`src/rtl/mmio_fabric_if.sv`:
```
// Bus bundle between the CPU-side MMIO controller, the fabric and its peripherals.
// The fabric uses the slave modport; the CPU/peripheral environment uses master.
interface mmio_fabric_if #(
  parameter int unsigned SLOTS      = 8,
  parameter int unsigned DATA_W     = 16,
  parameter int unsigned ADDR_W     = 16,
  parameter int unsigned SLOT_SHIFT = 4
);
  logic                    req;
  logic                    we;
  logic [ADDR_W-1:0]       addr;
  logic [DATA_W-1:0]       wdata;
  logic                    ready;
  logic [DATA_W-1:0]       rdata;
  logic                    err;
  logic [SLOTS-1:0]        p_sel;
  logic                    p_we;
  logic [SLOT_SHIFT-1:0]   p_addr;
  logic [DATA_W-1:0]       p_wdata;
  logic [SLOTS*DATA_W-1:0] p_rdata;
  logic [SLOTS-1:0]        p_ack;

  modport master (
    output req, we, addr, wdata, p_rdata, p_ack,
    input  ready, rdata, err, p_sel, p_we, p_addr, p_wdata
  );

  modport slave (
    input  req, we, addr, wdata, p_rdata, p_ack,
    output ready, rdata, err, p_sel, p_we, p_addr, p_wdata
  );
endinterface

```
`src/rtl/mmio_fabric.sv`:
```
// Memory-mapped peripheral fabric: decodes an access into one of SLOTS windows and runs a req/ack handshake.
// Define MMIO_FABRIC_TIMEOUT_EN to abort unresponsive peripherals after TIMEOUT access cycles.
module mmio_fabric #(
  parameter int unsigned       SLOTS      = 8,
  parameter int unsigned       DATA_W     = 16,
  parameter int unsigned       ADDR_W     = 16,
  parameter int unsigned       SLOT_SHIFT = 4,
  parameter logic [ADDR_W-1:0] BASE       = 16'hFF00,
  parameter int unsigned       TIMEOUT    = 15
) (
  input  logic          CLK,
  input  logic          RST,
  mmio_fabric_if.slave  bus
);
  localparam int unsigned       SLOT_W       = $clog2(SLOTS);
  localparam int unsigned       REGION_WORDS = SLOTS << SLOT_SHIFT;
  localparam logic [ADDR_W-1:0] REGION_MASK  = ADDR_W'(REGION_WORDS - 1);

  // Elaboration-time parameter sanity checks
  if ((SLOTS < 2) || ((SLOTS & (SLOTS - 1)) != 0)) begin : g_bad_slots
    $error("mmio_fabric: SLOTS must be a power of two, at least 2");
  end
  if ((TIMEOUT < 1) || (TIMEOUT > 255)) begin : g_bad_timeout
    $error("mmio_fabric: TIMEOUT must be in 1..255");
  end
  if ((BASE & REGION_MASK) != '0) begin : g_bad_base
    $error("mmio_fabric: BASE must be aligned to the region size");
  end

  typedef enum logic [1:0] {S_IDLE, S_ACCESS, S_RESP} state_t;

  state_t                r_state;
  logic [SLOT_W-1:0]     r_slot;
  logic                  r_ready;
  logic [DATA_W-1:0]     r_rdata;
  logic                  r_err;
  logic [SLOTS-1:0]      r_sel;
  logic                  r_we;
  logic [SLOT_SHIFT-1:0] r_addr;
  logic [DATA_W-1:0]     r_wdata;

`ifdef MMIO_FABRIC_TIMEOUT_EN
  localparam logic [7:0] TO_LAST = 8'(TIMEOUT - 1);
  logic [7:0]            r_cnt;
`endif

  logic                  w_in_region;
  logic [SLOT_W-1:0]     w_slot;
  logic                  w_ack;
  logic [DATA_W-1:0]     w_sel_rdata;

  assign w_in_region = ((bus.addr & ~REGION_MASK) == BASE);
  assign w_slot      = bus.addr[SLOT_SHIFT +: SLOT_W];
  assign w_ack       = bus.p_ack[r_slot];

  // Read-data mux for the latched slot
  always_comb begin
    w_sel_rdata = '0;
    for (int unsigned k = 0; k < SLOTS; k++) begin
      if (r_slot == SLOT_W'(k)) w_sel_rdata = bus.p_rdata[k*DATA_W +: DATA_W];
    end
  end

  always_ff @(posedge CLK or posedge RST) begin
    if (RST) begin
      r_state <= S_IDLE;
      r_slot  <= '0;
      r_ready <= 1'b0;
      r_rdata <= '0;
      r_err   <= 1'b0;
      r_sel   <= '0;
      r_we    <= 1'b0;
      r_addr  <= '0;
      r_wdata <= '0;
`ifdef MMIO_FABRIC_TIMEOUT_EN
      r_cnt   <= '0;
`endif
    end else begin
      r_ready <= 1'b0;
      case (r_state)
        S_IDLE: begin
          if (bus.req) begin
            r_slot  <= w_slot;
            r_we    <= bus.we;
            r_addr  <= bus.addr[SLOT_SHIFT-1:0];
            r_wdata <= bus.wdata;
            if (w_in_region) begin
              r_sel   <= SLOTS'(1) << w_slot;
              r_state <= S_ACCESS;
`ifdef MMIO_FABRIC_TIMEOUT_EN
              r_cnt   <= '0;
`endif
            end else begin
              r_rdata <= '0;
              r_err   <= 1'b1;
              r_ready <= 1'b1;
              r_state <= S_RESP;
            end
          end
        end
        S_ACCESS: begin
          // Only the selected slot's ack counts; stray acks are ignored
          if (w_ack) begin
            r_sel   <= '0;
            r_rdata <= r_we ? '0 : w_sel_rdata;
            r_err   <= 1'b0;
            r_ready <= 1'b1;
            r_state <= S_RESP;
          end
`ifdef MMIO_FABRIC_TIMEOUT_EN
          else if (r_cnt == TO_LAST) begin
            r_sel   <= '0;
            r_rdata <= '0;
            r_err   <= 1'b1;
            r_ready <= 1'b1;
            r_state <= S_RESP;
          end else begin
            r_cnt <= r_cnt + 8'd1;
          end
`endif
        end
        S_RESP:  r_state <= S_IDLE;
        default: r_state <= S_IDLE;
      endcase
    end
  end

  assign bus.ready   = r_ready;
  assign bus.rdata   = r_rdata;
  assign bus.err     = r_err;
  assign bus.p_sel   = r_sel;
  assign bus.p_we    = r_we;
  assign bus.p_addr  = r_addr;
  assign bus.p_wdata = r_wdata;

endmodule

```
`src/flat_wrapper.sv`:
```
// flat-port wrapper written by rule: the top's interface ports become plain ports
module mmio_fabric_flat 
#(
  parameter int unsigned       SLOTS      = 8,
  parameter int unsigned       DATA_W     = 16,
  parameter int unsigned       ADDR_W     = 16,
  parameter int unsigned       SLOT_SHIFT = 4,
  parameter logic [ADDR_W-1:0] BASE       = 16'hFF00,
  parameter int unsigned       TIMEOUT    = 15
)
  (CLK, RST, bus_req, bus_we, bus_addr, bus_wdata, bus_p_rdata, bus_p_ack, bus_ready, bus_rdata, bus_err, bus_p_sel, bus_p_we, bus_p_addr, bus_p_wdata);
  mmio_fabric_if #(.SLOTS(SLOTS), .DATA_W(DATA_W), .ADDR_W(ADDR_W), .SLOT_SHIFT(SLOT_SHIFT)) bus_i ();
  input  logic CLK;
  input  logic RST;
  input wire logic [$bits(bus_i.req)-1:0] bus_req;
  input wire logic [$bits(bus_i.we)-1:0] bus_we;
  input wire logic [$bits(bus_i.addr)-1:0] bus_addr;
  input wire logic [$bits(bus_i.wdata)-1:0] bus_wdata;
  input wire logic [$bits(bus_i.p_rdata)-1:0] bus_p_rdata;
  input wire logic [$bits(bus_i.p_ack)-1:0] bus_p_ack;
  output wire logic [$bits(bus_i.ready)-1:0] bus_ready;
  output wire logic [$bits(bus_i.rdata)-1:0] bus_rdata;
  output wire logic [$bits(bus_i.err)-1:0] bus_err;
  output wire logic [$bits(bus_i.p_sel)-1:0] bus_p_sel;
  output wire logic [$bits(bus_i.p_we)-1:0] bus_p_we;
  output wire logic [$bits(bus_i.p_addr)-1:0] bus_p_addr;
  output wire logic [$bits(bus_i.p_wdata)-1:0] bus_p_wdata;
  assign bus_i.req = bus_req;
  assign bus_i.we = bus_we;
  assign bus_i.addr = bus_addr;
  assign bus_i.wdata = bus_wdata;
  assign bus_i.p_rdata = bus_p_rdata;
  assign bus_i.p_ack = bus_p_ack;
  assign bus_ready = bus_i.ready;
  assign bus_rdata = bus_i.rdata;
  assign bus_err = bus_i.err;
  assign bus_p_sel = bus_i.p_sel;
  assign bus_p_we = bus_i.p_we;
  assign bus_p_addr = bus_i.p_addr;
  assign bus_p_wdata = bus_i.p_wdata;
  mmio_fabric #(.SLOTS(SLOTS), .DATA_W(DATA_W), .ADDR_W(ADDR_W), .SLOT_SHIFT(SLOT_SHIFT), .BASE(BASE), .TIMEOUT(TIMEOUT)) u_core (.CLK(CLK), .RST(RST), .bus(bus_i));
endmodule
```
`config.mk`:
```
export PLATFORM = sky130hd
export DESIGN_NAME = mmio_fabric_flat
export DESIGN_NICKNAME = d
export VERILOG_FILES = /design/src/rtl/mmio_fabric_if.sv /design/src/rtl/mmio_fabric.sv /design/src/flat_wrapper.sv
export SDC_FILE = /design/constraint.sdc
export NUM_CORES = 1
export LEC_CHECK = 0
export ABC_CLOCK_PERIOD_IN_PS = 2530
export CELL_PAD_IN_SITES_DETAIL_PLACEMENT = 1
export CELL_PAD_IN_SITES_GLOBAL_PLACEMENT = 1
export CORE_ASPECT_RATIO = 0.8
export CORE_MARGIN = 3
export CORE_UTILIZATION = 28
export DETAILED_ROUTE_END_ITERATION = 7
export PLACE_DENSITY_LB_ADDON = 0.3
export RECOVER_POWER = 25
export SYNTH_ARGS = -nofsm -noshare
export SYNTH_HDL_FRONTEND = slang
export SYNTH_SLANG_ARGS = --single-unit
```
`constraint.sdc`:
```
create_clock -name CLK -period 2.53 [get_ports CLK]
set_input_delay 0.6325 -clock CLK [delete_from_list [all_inputs] [get_ports CLK]]
set_output_delay 0.6325 -clock CLK [all_outputs]
set_load 0.1 [all_outputs]
```
# After elaboration in Yosys (flattened, before gate mapping)
# Cells that the tools add are included.
[word_totals]
word_cells = 62
ff_bits = 52
in_bits = 172
output_inout_bits = 47
[op_classes]
magnitude_cmp = 1
n_eq_ne = 13
muxes = 31
shifts = 1
reduce_logical = 7
[ops]
columns = ["op", "n"]
rows = [
  ["2-to-1 mux 16 bit", 12],
  ["one-hot mux 16 bit (2 select lines)", 1],
  ["2-to-1 mux 8 bit", 3],
  ["one-hot mux 8 bit (2 select lines)", 1],
  ["== test 3 bit, second input constant", 4],
  ["== test 9 bit, second input constant", 1],
  ["AND reduction 4 bit", 2],
  ["<< shifter 1 x 3 -> 8 bit, first input constant", 1],
  ["2-to-1 mux 1 bit", 7],
  ["== test 3 x 2 -> 1 bit, second input constant", 2],
  ["2-to-1 mux 2 bit", 3],
  ["less-than comparator 3 x 4 -> 1 bit, second input constant", 1],
  ["inequality test 2 x 1 -> 1 bit, second input constant", 2],
  ["inequality test 2 bit, second input constant", 2],
  ["one-hot mux 1 bit (2 select lines)", 2],
  ["one-hot mux 2 bit (2 select lines)", 1],
  ["AND reduction 2 bit", 2],
  ["binary-select mux 1 bit (select 3 bit)", 1],
  ["== test 3 x 1 -> 1 bit, second input constant", 1],
  ["logical NOT 3 bit", 1],
  ["== test 2 x 1 -> 1 bit, second input constant", 1],
  ["logical NOT 2 bit", 1],
  ["nonzero test 2 bit", 1],
]

# Logic depth before layout (Yosys ltp)
[logic_depth]
depth_word = 12
ltp_mapped = 7
mapped_depth_nobuf = 4

# Worst setup path after synthesis
# No wires, ideal clock.
[synth_timing]
path_type = "register to register"
from = "register u_core.r_we (netlist: u_core.bus.p_we)"
to = "register u_core.r_rdata[0] (netlist: u_core.bus.rdata[0])"
arrival_ns = 1.697
path_buffers = 2
period_less_slack_ns = 1.823
path_stages_with_launch = 6
t_required_ns = 2.404
setup_slack_ns = 0.707
setup_time_ns = 0.126
cell_sequence = "dfrtp_1 clkbuf_1 clkbuf_1 a221oi_1 o21ai_0 mux2i_1"
[synth_via]
elab_chain_len = 3
[synth_rtl]
columns = ["item", "line", "text"]
rows = [
  ["from (decl)", "mmio_fabric.sv:38", "logic r_we;"],
  ["from (signal assigned)", "mmio_fabric.sv:84", "r_we <= bus.we;"],
  ["2-to-1 mux 16 bit", "mmio_fabric.sv:105", "r_rdata <= r_we ? '0 : w_sel_rdata;"],
  ["2-to-1 mux 16 bit", "mmio_fabric.sv:103", "if (w_ack) begin"],
  ["one-hot mux 16 bit (2 select lines)", "mmio_fabric.sv:80", "case (r_state)"],
  ["to (signal assigned)", "mmio_fabric.sv:105", ""],
  ["to (decl)", "mmio_fabric.sv:35", "logic [DATA_W-1:0] r_rdata;"],
]
# No other way between the ends. The select of a mux whose other input is x is not followed.
# A chain may end at the register's enable or synchronous reset.

# Worst setup path after layout
[layout_timing]
from = "input port bus_addr[7]"
to = "register u_core.r_sel[0] (netlist: u_core.bus.p_sel[0])"
[layout_via]
elab_chain_len = 3
[layout_rtl]
columns = ["item", "line", "text"]
rows = [
  ["from (decl)", "flat_wrapper.sv:17", "input wire logic [$bits(bus_i.addr)-1:0] bus_addr;"],
  ["== test 9 bit", "mmio_fabric.sv:52", "assign w_in_region = ((bus.addr & ~REGION_MASK) == BASE);"],
  ["inequality test 2 x 1 -> 1 bit (no source line)", "-", ""],
  ["AND reduction 4 bit (no source line)", "-", ""],
  ["to (signal assigned)", "mmio_fabric.sv:88", "r_sel <= SLOTS'(1) << w_slot;"],
  ["to (decl)", "mmio_fabric.sv:37", "logic [SLOTS-1:0] r_sel;"],
]
# No other way between the ends.

==> impl_metrics.env <==
export IMPL_status="complete, no violations"
export IMPL_cts_sinks=52
export IMPL_max_freq_ghz=0.474
export IMPL_drive_gt1_frac=0.205
export IMPL_cts_buffers=5
export IMPL_maxCapViolations=0
export IMPL_synthFlopType="dfrtp_1"
export IMPL_grt_busiest_layer="met2"
export IMPL_stdcell_count=621
export IMPL_holdWs_ns=0.493
export IMPL_die_w_um=125
export IMPL_cp_arrival_ns=2.34
export IMPL_peakVddDrop_uv=344
export IMPL_routed_wl_mm=12.0
export IMPL_grt_antenna_before_repair=0
export IMPL_h_tree_depth=2
export IMPL_syn_avg_cell_area_um2=12.6
export IMPL_globalRouteMet2Util=0.312
export IMPL_cp_end_kind="flip-flop"
export IMPL_insertion_delay_ns=0.30
export IMPL_synth_edf_count=0
export IMPL_die_h_um=102
export IMPL_pwr_share_clk=0.233
export IMPL_yosysSeqAreaShare=0.407
export IMPL_drv_slew=0
export IMPL_die_area_um2=12700
export IMPL_critPathKind="in -> reg"
export IMPL_initial_utilization=0.290
export IMPL_num_io_pins=219
export IMPL_ys_seq_elements=52
export IMPL_area_growth_pct=75.7
export IMPL_power_frac_comb=0.442
export IMPL_grt_max_degree=28
export IMPL_root_buffer="clkbuf_16"
export IMPL_track_usage=0.183
export IMPL_first_iter_violations=109
export IMPL_setup_viol=0
export IMPL_final_setup_tns_ns=0
export IMPL_grt_use_met3=0.0696
export IMPL_p_leak_nw=2.49
export IMPL_hold_viol_final=0
export IMPL_fin_crit_sh=0.833
export IMPL_n_antenna_cell=0
export IMPL_intPower_mw=1.84
export IMPL_power_switching_mw=1.11
export IMPL_p_per_area_nw_per_um2=526
export IMPL_antenna_left=0
export IMPL_place_congestion=0.867
export IMPL_post_cts_buffers=0
export IMPL_rsz0062_at_grt="no"
export IMPL_final_cell_mix="clkdlybuf4s50_1, buf_4, mux2i_1, dfrtp_1, mux2_1"
export IMPL_numPortBuffers=218
export IMPL_finalCriticalPeriod_ns=2.11
export IMPL_synth_cell_area_um2=3190
export IMPL_viasPerCell=4.98
export IMPL_synthArstFlopShare=1.00
export IMPL_drc=0
export IMPL_cts_tree="yes"
export IMPL_grt_pass1_wl_mm=18.1
export IMPL_cts_resized=0
export IMPL_swShare=0.377
export IMPL_cts_buffer_depth=2
export IMPL_avgRoutedWirePerCell_um=19.2
export IMPL_yosysWarnings=0
export IMPL_synth_nets=426
export IMPL_worst_pin_slew_ns=0.977
export IMPL_vias=3095
export IMPL_dr_pass1_iters=4
export IMPL_seq_power_share=0.325
export IMPL_post_place_cells=613
export IMPL_grt_ovfl_total=0
export IMPL_use_met1=0.224
export IMPL_relSlewSlack=0.348
export IMPL_cp_data_required_time_ns=2.76
export IMPL_grt_pass1_vias=3352
export IMPL_critPathLaunchType="primary input"
export IMPL_core_um2=11000
export IMPL_synth_cell_types=36
export IMPL_synthCells=254
export IMPL_dpl_hpwl_mm=9.90
export IMPL_fin_nets=648
export IMPL_ctsHoldBuffers=0
export IMPL_min_path_type="reg -> reg"
export IMPL_cp_max_fo=4
export IMPL_timing_clock_skew_ns=0.0108
export IMPL_clk_pin_slew_worst_paths_ns=0.07
export IMPL_rows=34
export IMPL_final_common_cell="clkdlybuf4s50_1"
[stage by stage]
step / power (mW) / util / area [um2] / setup slack [ns]
4_1_cts: 3.00 / 0.511 / 5630 / 0.423
5_1_grt: 3.10 / 0.509 / 5610 / 0.256
6_report: 2.95 / 0.509 / 5610 / 0.421
3_3_place_gp: 2.28 / 0.498 / 5480 / 0.168
3_5_place_dp: 2.30 / 0.498 / 5480 / 0.112
2_1_floorplan: 1.78 / - / 3190 / 0.640
[flip-flops by register name (all words and copies together) (netlist names)]
signal,count
u_core.bus.p_wdata,16
u_core.r_state,2
u_core.bus.p_sel,8
u_core.bus.ready,1
u_core.bus.p_addr,4
u_core.bus.p_we,1
u_core.bus.rdata,16
u_core.bus.err,1
u_core.r_slot,3
[routing by layer]
metal,vias up,wire (um)
met3,9,1060
met4,0,113
li1,1425,-
met5,-,0
met1,1519,4990
met2,142,5790
[critical path, stage by stage]
cell             delay (ns)
clkdlybuf4s50_1        0.40
nand4b_2               0.28
nor3_1                 0.47
nor4bb_1               0.38
a22o_1                 0.18
[Yosys cell counts, drive strengths merged, types with 2 or more instances]
cell	n	area share
mux4	16	0.11
nand4b	3	0.010
nand3	2	0.0031
buf	13	0.029
a22o	2	0.0055
mux2	24	0.086
o2bb2ai	6	0.016
clkbuf	6	0.0071
inv	4	0.0047
a221oi	16	0.044
nor2b	4	0.0078
nor2	2	0.0031
o21ai	17	0.027
dfrtp	52	0.41
mux2i	51	0.16
nand2	22	0.026
[layout make-up]
type / count / area [um2]
fill: 1183 / 5410
timing repair buffer: 234 / 2210
multi-input combinational: 179 / 1760
sequential: 52 / 1300
tap: 144 / 180
clock buffer: 6 / 129
clock inverter: 2 / 17.5
inverter: 4 / 15.0
[worst paths after layout]
check	from	to	slack, ns	cells past startpoint
setup / recovery	bus_addr[7]	u_core.bus.p_sel[0]	0.42	5
hold / removal	u_core.bus.p_wdata[8]	u_core.bus.p_wdata[8]	0.49	1
setup reg to reg	u_core.r_slot[1]	u_core.bus.p_sel[0]	0.58	4
hold reg to reg	u_core.bus.p_wdata[8]	u_core.bus.p_wdata[8]	0.49	1
max in group asynchronous	RST	u_core.bus.p_wdata[6]	0.53	3
min in group asynchronous	RST	u_core.bus.p_wdata[1]	1.00	2
[cells by family (layout without fill, tap and decap cells)]
logic type,after synthesis,in the layout,synth area share
AO/OA/AOI/OAI,47,47,0.116
multiplexers,91,91,0.358
flip-flops,52,52,0.407
buffers and inverters,23,246,0.0411
AND/OR/NAND/NOR,41,41,0.0768
[power groups by stage]
stage / sequential [mW] / combinational (mW) / clock, mW
floorplan: 1.33 / 0.452 / 0
global placement: 0.973 / 1.30 / 0
detailed placement: 0.976 / 1.32 / 0
CTS: 0.962 / 1.32 / 0.711
global route: 0.972 / 1.38 / 0.751
finish: 0.960 / 1.30 / 0.689
Power figures use the tool's default switching activity.
==> edit, RTL diff (same flow settings) <==
Reset style: synchronous (`RST`), changed in one clocked block.
--- a/src/rtl/mmio_fabric.sv
+++ b/src/rtl/mmio_fabric.sv
@@ -62,5 +62,5 @@
   end
 
-  always_ff @(posedge CLK or posedge RST) begin
+  always_ff @(posedge CLK) begin
     if (RST) begin
       r_state <= S_IDLE;
Behaviour: differs if RST is asserted again (counterexample within 4 cycles, from zero or initial values and one cycle with RST high); with RST held inactive, the same outputs for 4 cycles.
==> edit against the unedited design <==
Sequential cell count did not move. Final area down 2.5%. Clock skew fell by 2.1 ps. Power decreased by 20%. Wire length grew 15%. Area after synthesis decreased by 0.24%. Die area decreased by 0.22%. Largest power group is now sequential cells. Setup slack got worse by 130 ps. Highest routed layer unchanged.
==> edit: results (changes against the unedited design) <==
cts_setup_buffers: 0  # unchanged
clockRootBuffer: "clkbuf_16"
synthAdderAreaFrac_pct: 0  # unchanged
worst_slew_pin_slew_ps: 1240  # +265 ps
port_buffers: 218  # unchanged
fillers: 1281  # +8.3%
outcome: "finished clean"
path_max_fanout: 25  # +21
p_leak_nw: 1.95  # -22%
cp_slowest_cell: "or4b_1"
worstHoldPathType: "reg -> reg"
ys_types: 47  # +31%
dp.cells: 691  # +13%
drv_cap: 0  # unchanged
synth_common_cells: "dfxtp_1 (52), nand2_1 (51), inv_1 (29)"
place_congestion: 0.881  # +1.6%
peakVddDrop_mv: 0.266  # -23%
grt_pass1_vias: 3845  # +15%
routed_via_density: 5.02  # +0.70%
cts_max_level: 2  # unchanged
synth_compound_area_share_pct: 27.3  # +16 points
placed_area_mm2: 0.00542  # -1.1%
grtUsageTotal_pct: 20.9  # +2.6 points
synthesis.nets: 517  # +21%
final_cells: 699  # +13%
synthMuxAreaShare_pct: 18.4  # -17 points
clk_pin_slew_ps: 70  # about the same
yosys.area_share.xor_xnor_pct: 0  # unchanged
ys.flop_type: "dfxtp_1"
ys_top_cells_by_area: "dfxtp_1 (33%), mux2i_1 (8.5%), o32ai_2 (8.2%)"
drive_gt1_share_pct: 16.2  # -4.3 points
drt-initial-drc-count: 207  # +90%
nets: 726  # +12%
synthArstFlopShare_pct: 0  # -100 points
dp_hpwl_um: 11600  # +17%
wl_per_cell_um: 19.7  # +2.3%
utilization_pct: 49.9  # -1.1 points
pre_cts_slack_ps: -13.5  # -125 ps
grt_max_degree: 26  # -7.1%
slowest_delay_ps: 500  # +30 ps
syn_avg_cell_area_um2: 9.24  # -27%
hold_viol: 0  # unchanged
cts_resized: 0  # unchanged
grt_pass1_wl_um: 20900  # +15%
ys_seq_area_share_pct: 32.7  # -8.1 points
clock_skew_ps: 8.76  # -2.07 ps
cts.path.max_buffers: 2  # unchanged
[edit: cell types whose count changed after synthesis, sizes merged, moves of 11 or more]
cell and change:
a21oi +25, a221oi -16, clkbuf +12, dfrtp -52, dfxtp +52, inv +26
mux2i -24, nand2 +29, o21ai -16, o221a +11, o22ai +23, o32ai +16
[edit: area by class of cell]
| cell class | instances | area share [%] |
|---|---|---|
| sequential | 52 | 19.0 |
| clock inverter | 3 | 0.388 |
| tap | 144 | 3.29 |
| timing repair buffer | 232 | 38.4 |
| multi-input combinational | 233 | 34.5 |
| clock buffer | 5 | 2.29 |
| inverter | 30 | 2.06 |
[edit: report_power, final]
group | total, mW | switching (mW) | leakage (nW) | internal [mW]
combinational | 0.813 | 0.419 | 1.46 | 0.394
sequential | 0.863 | 0.0173 | 0.424 | 0.845
clock | 0.687 | 0.318 | 0.0702 | 0.369
[edit: path summary, 6_finish.rpt]
| path | start | end | slack (ps) | cells past startpoint |
|---|---|---|---|---|
| min | u_core.bus.p_wdata[1] | u_core.bus.p_wdata[1] | 460 | 2 |
| min reg2reg | u_core.bus.p_wdata[1] | u_core.bus.p_wdata[1] | 460 | 2 |
| max | bus_p_ack[1] | u_core.bus.p_sel[1] | 290 | 6 |
| max reg2reg | u_core.r_slot[1] | u_core.bus.p_sel[1] | 490 | 6 |
[edit: per-layer routing]
metal	GRT usage, %	up-vias	routed length (um)
li1	-	1698	-
met1	25.3	1676	5830
met2	37.1	115	6790
met3	5.69	19	852
met4	5.50	0	294
met5	0	-	0
[edit: critical path, delay by kind of cell]
kind            cells  cell delay (ps)
simple gates        1              500
buf+inv             2              580
compound gates      3              690
